`config.mk`:
```
export PLATFORM = sky130hd
export DESIGN_NAME = slv_guard_recovery_ctrl_flat
export DESIGN_NICKNAME = d
export VERILOG_FILES = /design/src/rtl/slv_guard_recovery_pkg.sv /design/src/rtl/slv_guard_recovery_if.sv /design/src/rtl/slv_guard_recovery_timer.sv /design/src/rtl/slv_guard_recovery_ctrl.sv /design/src/flat_wrapper.sv
export SDC_FILE = /design/constraint.sdc
export NUM_CORES = 1
export LEC_CHECK = 0
export CAP_MARGIN = 15
export CORE_ASPECT_RATIO = 0.9
export CORE_MARGIN = 10
export CORE_UTILIZATION = 45
export DETAILED_ROUTE_END_ITERATION = 6
export HOLD_SLACK_MARGIN = 0.06
export PLACE_DENSITY = 0.67
export SYNTH_ARGS = -nofsm -noshare
export SYNTH_HDL_FRONTEND = slang
export SYNTH_HIERARCHICAL = 1
export SYNTH_SLANG_ARGS = --single-unit
```
`constraint.sdc`:
```
create_clock -name clk_i -period 3.5 [get_ports clk_i]
set_input_delay 0.7 -clock clk_i [delete_from_list [all_inputs] [get_ports clk_i]]
set_output_delay 0.7 -clock clk_i [all_outputs]
set_load 0.1 [all_outputs]
```
`src/rtl/slv_guard_recovery_pkg.sv`:
```
// Shared types and widths for the slave guard recovery controller.
package slv_guard_recovery_pkg;

  localparam int CNT_W   = 16;
  localparam int RETRY_W = 4;

  typedef enum logic [2:0] {
    ST_IDLE     = 3'd0,
    ST_ISOLATE  = 3'd1,
    ST_ASSERT   = 3'd2,
    ST_WAIT_ACK = 3'd3,
    ST_CLEAR    = 3'd4,
    ST_FAIL     = 3'd5
  } state_e;

endpackage

```
`src/rtl/slv_guard_recovery_if.sv`:
```
// Guard-side and slave-side signals of the recovery controller.
interface slv_guard_recovery_if;
  import slv_guard_recovery_pkg::*;

  logic               rst_req_i;
  logic               rst_stat_i;
  logic               guard_ena_i;
  logic               guard_ena_o;
  logic               isolate_o;
  logic               slv_rst_o;
  logic               reset_clear_o;
  logic               fail_o;
  logic [2:0]         state_o;
  logic [RETRY_W-1:0] retry_cnt_o;

  modport slave (
    input  rst_req_i, rst_stat_i, guard_ena_i,
    output guard_ena_o, isolate_o, slv_rst_o, reset_clear_o, fail_o, state_o, retry_cnt_o
  );

  modport master (
    output rst_req_i, rst_stat_i, guard_ena_i,
    input  guard_ena_o, isolate_o, slv_rst_o, reset_clear_o, fail_o, state_o, retry_cnt_o
  );
endinterface

```
`src/rtl/slv_guard_recovery_timer.sv`:
```
// Loadable down-counter shared by the reset hold and ack timeout phases.
module slv_guard_recovery_timer
  import slv_guard_recovery_pkg::*;
(
  input  logic             clk_i,
  input  logic             rst_i,
  input  logic             load,
  input  logic [CNT_W-1:0] load_val,
  input  logic             enable,
  output logic [CNT_W-1:0] value,
  output logic             zero
);

  logic [CNT_W-1:0] cnt_q;

  // Saturates at zero so a late enable never wraps into a long timeout.
  always_ff @(posedge clk_i) begin
    if (rst_i) begin
      cnt_q <= '0;
    end else if (load) begin
      cnt_q <= load_val;
    end else if (enable && (cnt_q != '0)) begin
      cnt_q <= cnt_q - 1'b1;
    end
  end

  assign value = cnt_q;
  assign zero  = (cnt_q == '0);

endmodule

```
`src/rtl/slv_guard_recovery_ctrl.sv`:
```
// Isolate / reset / acknowledge sequencer for a hung AXI slave.
// Optional bounded retry after ack timeout: define SLV_GUARD_RECOVERY_RETRY_EN.
module slv_guard_recovery_ctrl
  import slv_guard_recovery_pkg::*;
#(
  parameter int RstHoldCycles = 16,
  parameter int AckTimeout    = 1024,
  parameter int MaxRetries    = 3
) (
  input  logic                 clk_i,
  input  logic                 rst_i,
  slv_guard_recovery_if.slave  bus
);

  if (RstHoldCycles < 1 || RstHoldCycles > 65535) begin : g_bad_hold
    $error("RstHoldCycles out of range 1..65535");
  end
  if (AckTimeout < 1 || AckTimeout > 65535) begin : g_bad_timeout
    $error("AckTimeout out of range 1..65535");
  end
  if (MaxRetries < 1 || MaxRetries > 15) begin : g_bad_retries
    $error("MaxRetries out of range 1..15");
  end

  localparam logic [CNT_W-1:0] HoldLoad = CNT_W'(RstHoldCycles - 1);
  localparam logic [CNT_W-1:0] AckLoad  = CNT_W'(AckTimeout - 1);

  state_e             state_q, state_d;
  logic               clr_first_q;
  logic               tmr_load, tmr_en, tmr_zero;
  logic [CNT_W-1:0]   tmr_load_val, tmr_value;
  logic               timeout, retry_ok;
  logic [RETRY_W-1:0] retry_q;

  slv_guard_recovery_timer u_timer (
    .clk_i    (clk_i),
    .rst_i    (rst_i),
    .load     (tmr_load),
    .load_val (tmr_load_val),
    .enable   (tmr_en),
    .value    (tmr_value),
    .zero     (tmr_zero)
  );

  always_ff @(posedge clk_i) begin
    if (rst_i) begin
      state_q     <= ST_IDLE;
      clr_first_q <= 1'b0;
    end else begin
      state_q     <= state_d;
      clr_first_q <= (state_d == ST_CLEAR) && (state_q != ST_CLEAR);
    end
  end

  // An ack arriving on the final timeout cycle still counts as success.
  assign timeout = (state_q == ST_WAIT_ACK) && tmr_zero && !bus.rst_stat_i;

  always_comb begin
    state_d = state_q;
    unique case (state_q)
      ST_IDLE:     if (bus.rst_req_i) state_d = ST_ISOLATE;
      ST_ISOLATE:  state_d = ST_ASSERT;
      ST_ASSERT:   if (tmr_zero) state_d = ST_WAIT_ACK;
      ST_WAIT_ACK: begin
        if (bus.rst_stat_i)  state_d = ST_CLEAR;
        else if (tmr_zero)   state_d = retry_ok ? ST_ASSERT : ST_FAIL;
      end
      ST_CLEAR:    if (!bus.rst_req_i && bus.rst_stat_i) state_d = ST_IDLE;
      ST_FAIL:     state_d = ST_FAIL;
      default:     state_d = ST_IDLE;
    endcase
  end

  always_comb begin
    tmr_load     = (state_d != state_q) &&
                   ((state_d == ST_ASSERT) || (state_d == ST_WAIT_ACK));
    tmr_load_val = (state_d == ST_ASSERT) ? HoldLoad : AckLoad;
    tmr_en       = (state_q == ST_ASSERT) || (state_q == ST_WAIT_ACK);
  end

`ifdef SLV_GUARD_RECOVERY_RETRY_EN
  assign retry_ok = (retry_q < RETRY_W'(MaxRetries));

  always_ff @(posedge clk_i) begin
    if (rst_i) begin
      retry_q <= '0;
    end else if ((state_d == ST_ISOLATE) && (state_q != ST_ISOLATE)) begin
      retry_q <= '0;
    end else if (timeout && retry_ok) begin
      retry_q <= retry_q + 1'b1;
    end
  end
`else
  assign retry_ok = 1'b0;
  assign retry_q  = '0;
`endif

  // Guard enable passes through in IDLE and throughout reset.
  always_comb begin
    bus.guard_ena_o   = (rst_i || (state_q == ST_IDLE)) ? bus.guard_ena_i : 1'b0;
    bus.isolate_o     = (state_q != ST_IDLE);
    bus.slv_rst_o     = (state_q == ST_ASSERT);
    bus.reset_clear_o = (state_q == ST_CLEAR) && clr_first_q;
    bus.fail_o        = (state_q == ST_FAIL);
    bus.state_o       = state_q;
    bus.retry_cnt_o   = retry_q;
  end

endmodule

```
`src/flat_wrapper.sv`:
```
// flat-port wrapper written by rule: the top's interface ports become plain ports
module slv_guard_recovery_ctrl_flat import slv_guard_recovery_pkg::*;
#(
  parameter int RstHoldCycles = 16,
  parameter int AckTimeout    = 1024,
  parameter int MaxRetries    = 3
)
  (clk_i, rst_i, bus_rst_req_i, bus_rst_stat_i, bus_guard_ena_i, bus_guard_ena_o, bus_isolate_o, bus_slv_rst_o, bus_reset_clear_o, bus_fail_o, bus_state_o, bus_retry_cnt_o);
  slv_guard_recovery_if bus_i ();
  input  logic clk_i;
  input  logic rst_i;
  input wire logic [$bits(bus_i.rst_req_i)-1:0] bus_rst_req_i;
  input wire logic [$bits(bus_i.rst_stat_i)-1:0] bus_rst_stat_i;
  input wire logic [$bits(bus_i.guard_ena_i)-1:0] bus_guard_ena_i;
  output wire logic [$bits(bus_i.guard_ena_o)-1:0] bus_guard_ena_o;
  output wire logic [$bits(bus_i.isolate_o)-1:0] bus_isolate_o;
  output wire logic [$bits(bus_i.slv_rst_o)-1:0] bus_slv_rst_o;
  output wire logic [$bits(bus_i.reset_clear_o)-1:0] bus_reset_clear_o;
  output wire logic [$bits(bus_i.fail_o)-1:0] bus_fail_o;
  output wire logic [$bits(bus_i.state_o)-1:0] bus_state_o;
  output wire logic [$bits(bus_i.retry_cnt_o)-1:0] bus_retry_cnt_o;
  assign bus_i.rst_req_i = bus_rst_req_i;
  assign bus_i.rst_stat_i = bus_rst_stat_i;
  assign bus_i.guard_ena_i = bus_guard_ena_i;
  assign bus_guard_ena_o = bus_i.guard_ena_o;
  assign bus_isolate_o = bus_i.isolate_o;
  assign bus_slv_rst_o = bus_i.slv_rst_o;
  assign bus_reset_clear_o = bus_i.reset_clear_o;
  assign bus_fail_o = bus_i.fail_o;
  assign bus_state_o = bus_i.state_o;
  assign bus_retry_cnt_o = bus_i.retry_cnt_o;
  slv_guard_recovery_ctrl #(.RstHoldCycles(RstHoldCycles), .AckTimeout(AckTimeout), .MaxRetries(MaxRetries)) u_core (.clk_i(clk_i), .rst_i(rst_i), .bus(bus_i));
endmodule
```
==> results of run 1 <==
==> cells in the mapped netlist (2+ instances only) <==
cell type / number / area [µm²]
o21bai_1: 3 / 22.5
nand3_1: 2 / 10.0
nor4_1: 5 / 31.3
o21ai_2: 2 / 17.5
nand2_1: 10 / 37.5
or3_2: 3 / 22.5
a211oi_1: 7 / 52.6
and2b_2: 3 / 26.3
o221ai_1: 2 / 17.5
nor2b_1: 4 / 25.0
xnor2_1: 8 / 70.1
a311oi_1: 3 / 26.3
nor3b_1: 2 / 15.0
o21ai_0: 5 / 25.0
nand2b_1: 2 / 12.5
clkbuf_1: 3 / 11.3
a21oi_1: 10 / 50.1
buf_4: 5 / 37.5
nor2_1: 19 / 71.3
inv_1: 4 / 15.0
nand3b_1: 2 / 15.0
and3b_1: 2 / 17.5
nor3_1: 8 / 40.0
dfxtp_1: 20 / 400
buf_6: 2 / 22.5
conb_1: 2 / 7.51
==> flip-flops by register name, indices dropped and copies added, names as in the netlist <==
signal                cells
u_core/clr_first_q        1
u_core/u_timer/value     16
u_core/bus.state_o        3
==> kinds of logic (layout without fill, tap and decap cells) <==
| group | count (synthesis) | count (layout) | share of synthesized area [%] |
|---|---|---|---|
| other | 2 | 14 | 0.582 |
| XOR/XNOR | 8 | 8 | 5.43 |
| adder cells (fa/ha/maj) | 1 | 1 | 0.970 |
| multiplexers | 1 | 1 | 0.776 |
| buffers and inverters | 17 | 23 | 8.83 |
| AO/OA/AOI/OAI | 36 | 36 | 19.1 |
| AND/OR/NAND/NOR | 74 | 74 | 33.3 |
| flip-flops | 20 | 20 | 31.0 |
==> layout make-up <==
cell class,count,area (µm²)
inverters,5,18.8
flip-flops and latches,20,400
repair buffers,15,135
fillers,286,1300
clock buffers,3,22.5
multi-input cells,134,825
well taps,40,50.0
==> report_power, final <==
group	internal (mW)	switching (mW)	leakage (nW)
Clock	0.0402	0.0715	0.0138
Combinational	0.215	0.340	0.357
Sequential	0.289	0.0728	0.164
Total	0.544	0.484	0.536
==> per-layer routing <==
metal  share of wire, %  up-vias  track usage (%)
met2                 49       16             18.0
met5                  0        -                0
li1                   -      591                -
met1                 45      559             12.7
met3                5.2        2             4.29
met4               0.48        0             2.47
==> worst paths after layout <==
kind | start | endpoint | slack [ns]
hold / removal | u_core/u_timer/value[12] | u_core/u_timer/value[12] | 0.54
hold reg to reg | u_core/u_timer/value[12] | u_core/u_timer/value[12] | 0.54
setup reg to reg | u_core/u_timer/value[10] | u_core/u_timer/value[11] | 0.46
setup / recovery | u_core/u_timer/value[10] | u_core/u_timer/value[11] | 0.46
==> per-stage QoR <==
| stage | instance area (µm²) | hold WS (ns) | worst slack (ns) |
|---|---|---|---|
| 2_1_floorplan | 1340 | 0.499 | 0.146 |
| 3_3_place_gp | 1430 | 0.528 | 0.640 |
| 3_5_place_dp | 1430 | 0.531 | 0.509 |
| 4_1_cts | 1450 | 0.548 | 0.492 |
| 5_1_grt | 1450 | 0.583 | 0.149 |
| 6_report | 1450 | 0.544 | 0.463 |
==> worst max-delay path: stages, from the launching register on <==
cell and delay [ns]:
dfxtp_1 0.35, or4_1 0.58, and4bb_2 0.55, nand3b_1 0.11
a21oi_1 0.43, clkinv_1 0.40, buf_4 0.31, o21bai_1 0.15
a21oi_1 0.05
==> impl_metrics.toml, run 1 <==
[status]
outcome = "complete, no violations"

[sta]
rsz0062_at_grt = "no"
fmax_ghz = 0.329
clock_skew_ns = 0.00192
final.setup.tns_ns = 0
setup_violations = 0
drv_slew = 0
post-route-min-period_ns = 3.04
hold_viol = 0
timing.final.crit_share_pct = 86.8

[cts]
post-cts-setup-buffers = 0
cts_buffer_depth = 2
clk_latency_ns = 0.30
path_clk_slew_ns = 0.11
clockRootBuffer = "clkbuf_4"
cts_num_sinks = 20
postCtsHoldBufs = 0
cts_tree = "done"
htree_levels = 1
cts_buffers = 3
cts_resized = 0

[setup_path]
setup.worst_path.class = "flip-flop to flip-flop"
worstPathArrival_ns = 3.24
rr_worst_depth = 8
cp_max_fo = 17
worstPathRequired_ns = 3.70
worstSetupStartpointType = "flip-flop"
cp-end-kind = "flip-flop"

[final_layout]
fin_util_pct = 52.8
nets = 185
layout_common_cells = "dfxtp_1, nor2_1, conb_1"
area_growth_pct = 12.5
final_common_cell = "dfxtp_1"
diodes = 0
drive_above_1_share_pct = 16.4
instances_no_fill = 217

[yosys]
synth.avg_cell_area_um2 = 8.11
seq_area_frac_synth_pct = 31.0
synth_async_sr_flop_share_pct = 0
synth_area_um2 = 1290
ys.flop_type = "dfxtp_1"
ys_ff_latch = 20
synth_cells = 159
synth_enable_flop_cells = 0
yosys.cell_types.count = 47
ys_warn_count = 6

[power_and_ir_drop]
p_leak_nw = 0.536
ir_worst_vdd_uv = 327
power_mw = 1.03
powerDensity_nw_per_um2 = 708

[global_route]
grt_max_degree = 22
gr-total-overflow = 0
antenna_found_initial = 0
gr-usage-all-layers_pct = 10.8
grt_pass1_vias = 1069
grt_pass1_wl_mm = 5.00

[placed_design]
place_congestion = 0.881
dp_cells = 214
dpl.hpwl_mm = 2.10
port_buffers = 12

[floorplanning]
design.die.area_um2 = 5410
die_h_um = 70.8
num_io_pins = 17
core_area_um2 = 2750
initial_utilization_pct = 46.9
num_rows = 18
die_w_um = 76.4

[detailed_routing]
drtIter0Drc = 68
vias = 1168
wire_per_inst_um = 13.3
first_pass_iters = 4
vias_per_cell = 5.38
ant_nets = 0
postRouteWirelength_mm = 2.89
drc_errors = 0

[worst_hold_path]
holdPathStages = 2
hold_class = "flip-flop to flip-flop"

[run]
drv_cap = 0
(Power assumes the default switching activity.)
==> run 2, diff against run 1 <==
- HOLD_SLACK_MARGIN: 0.06 -> default
==> results of run 2 <==
Same layout as run 1: the final DEF is identical, and so are final timing and power.
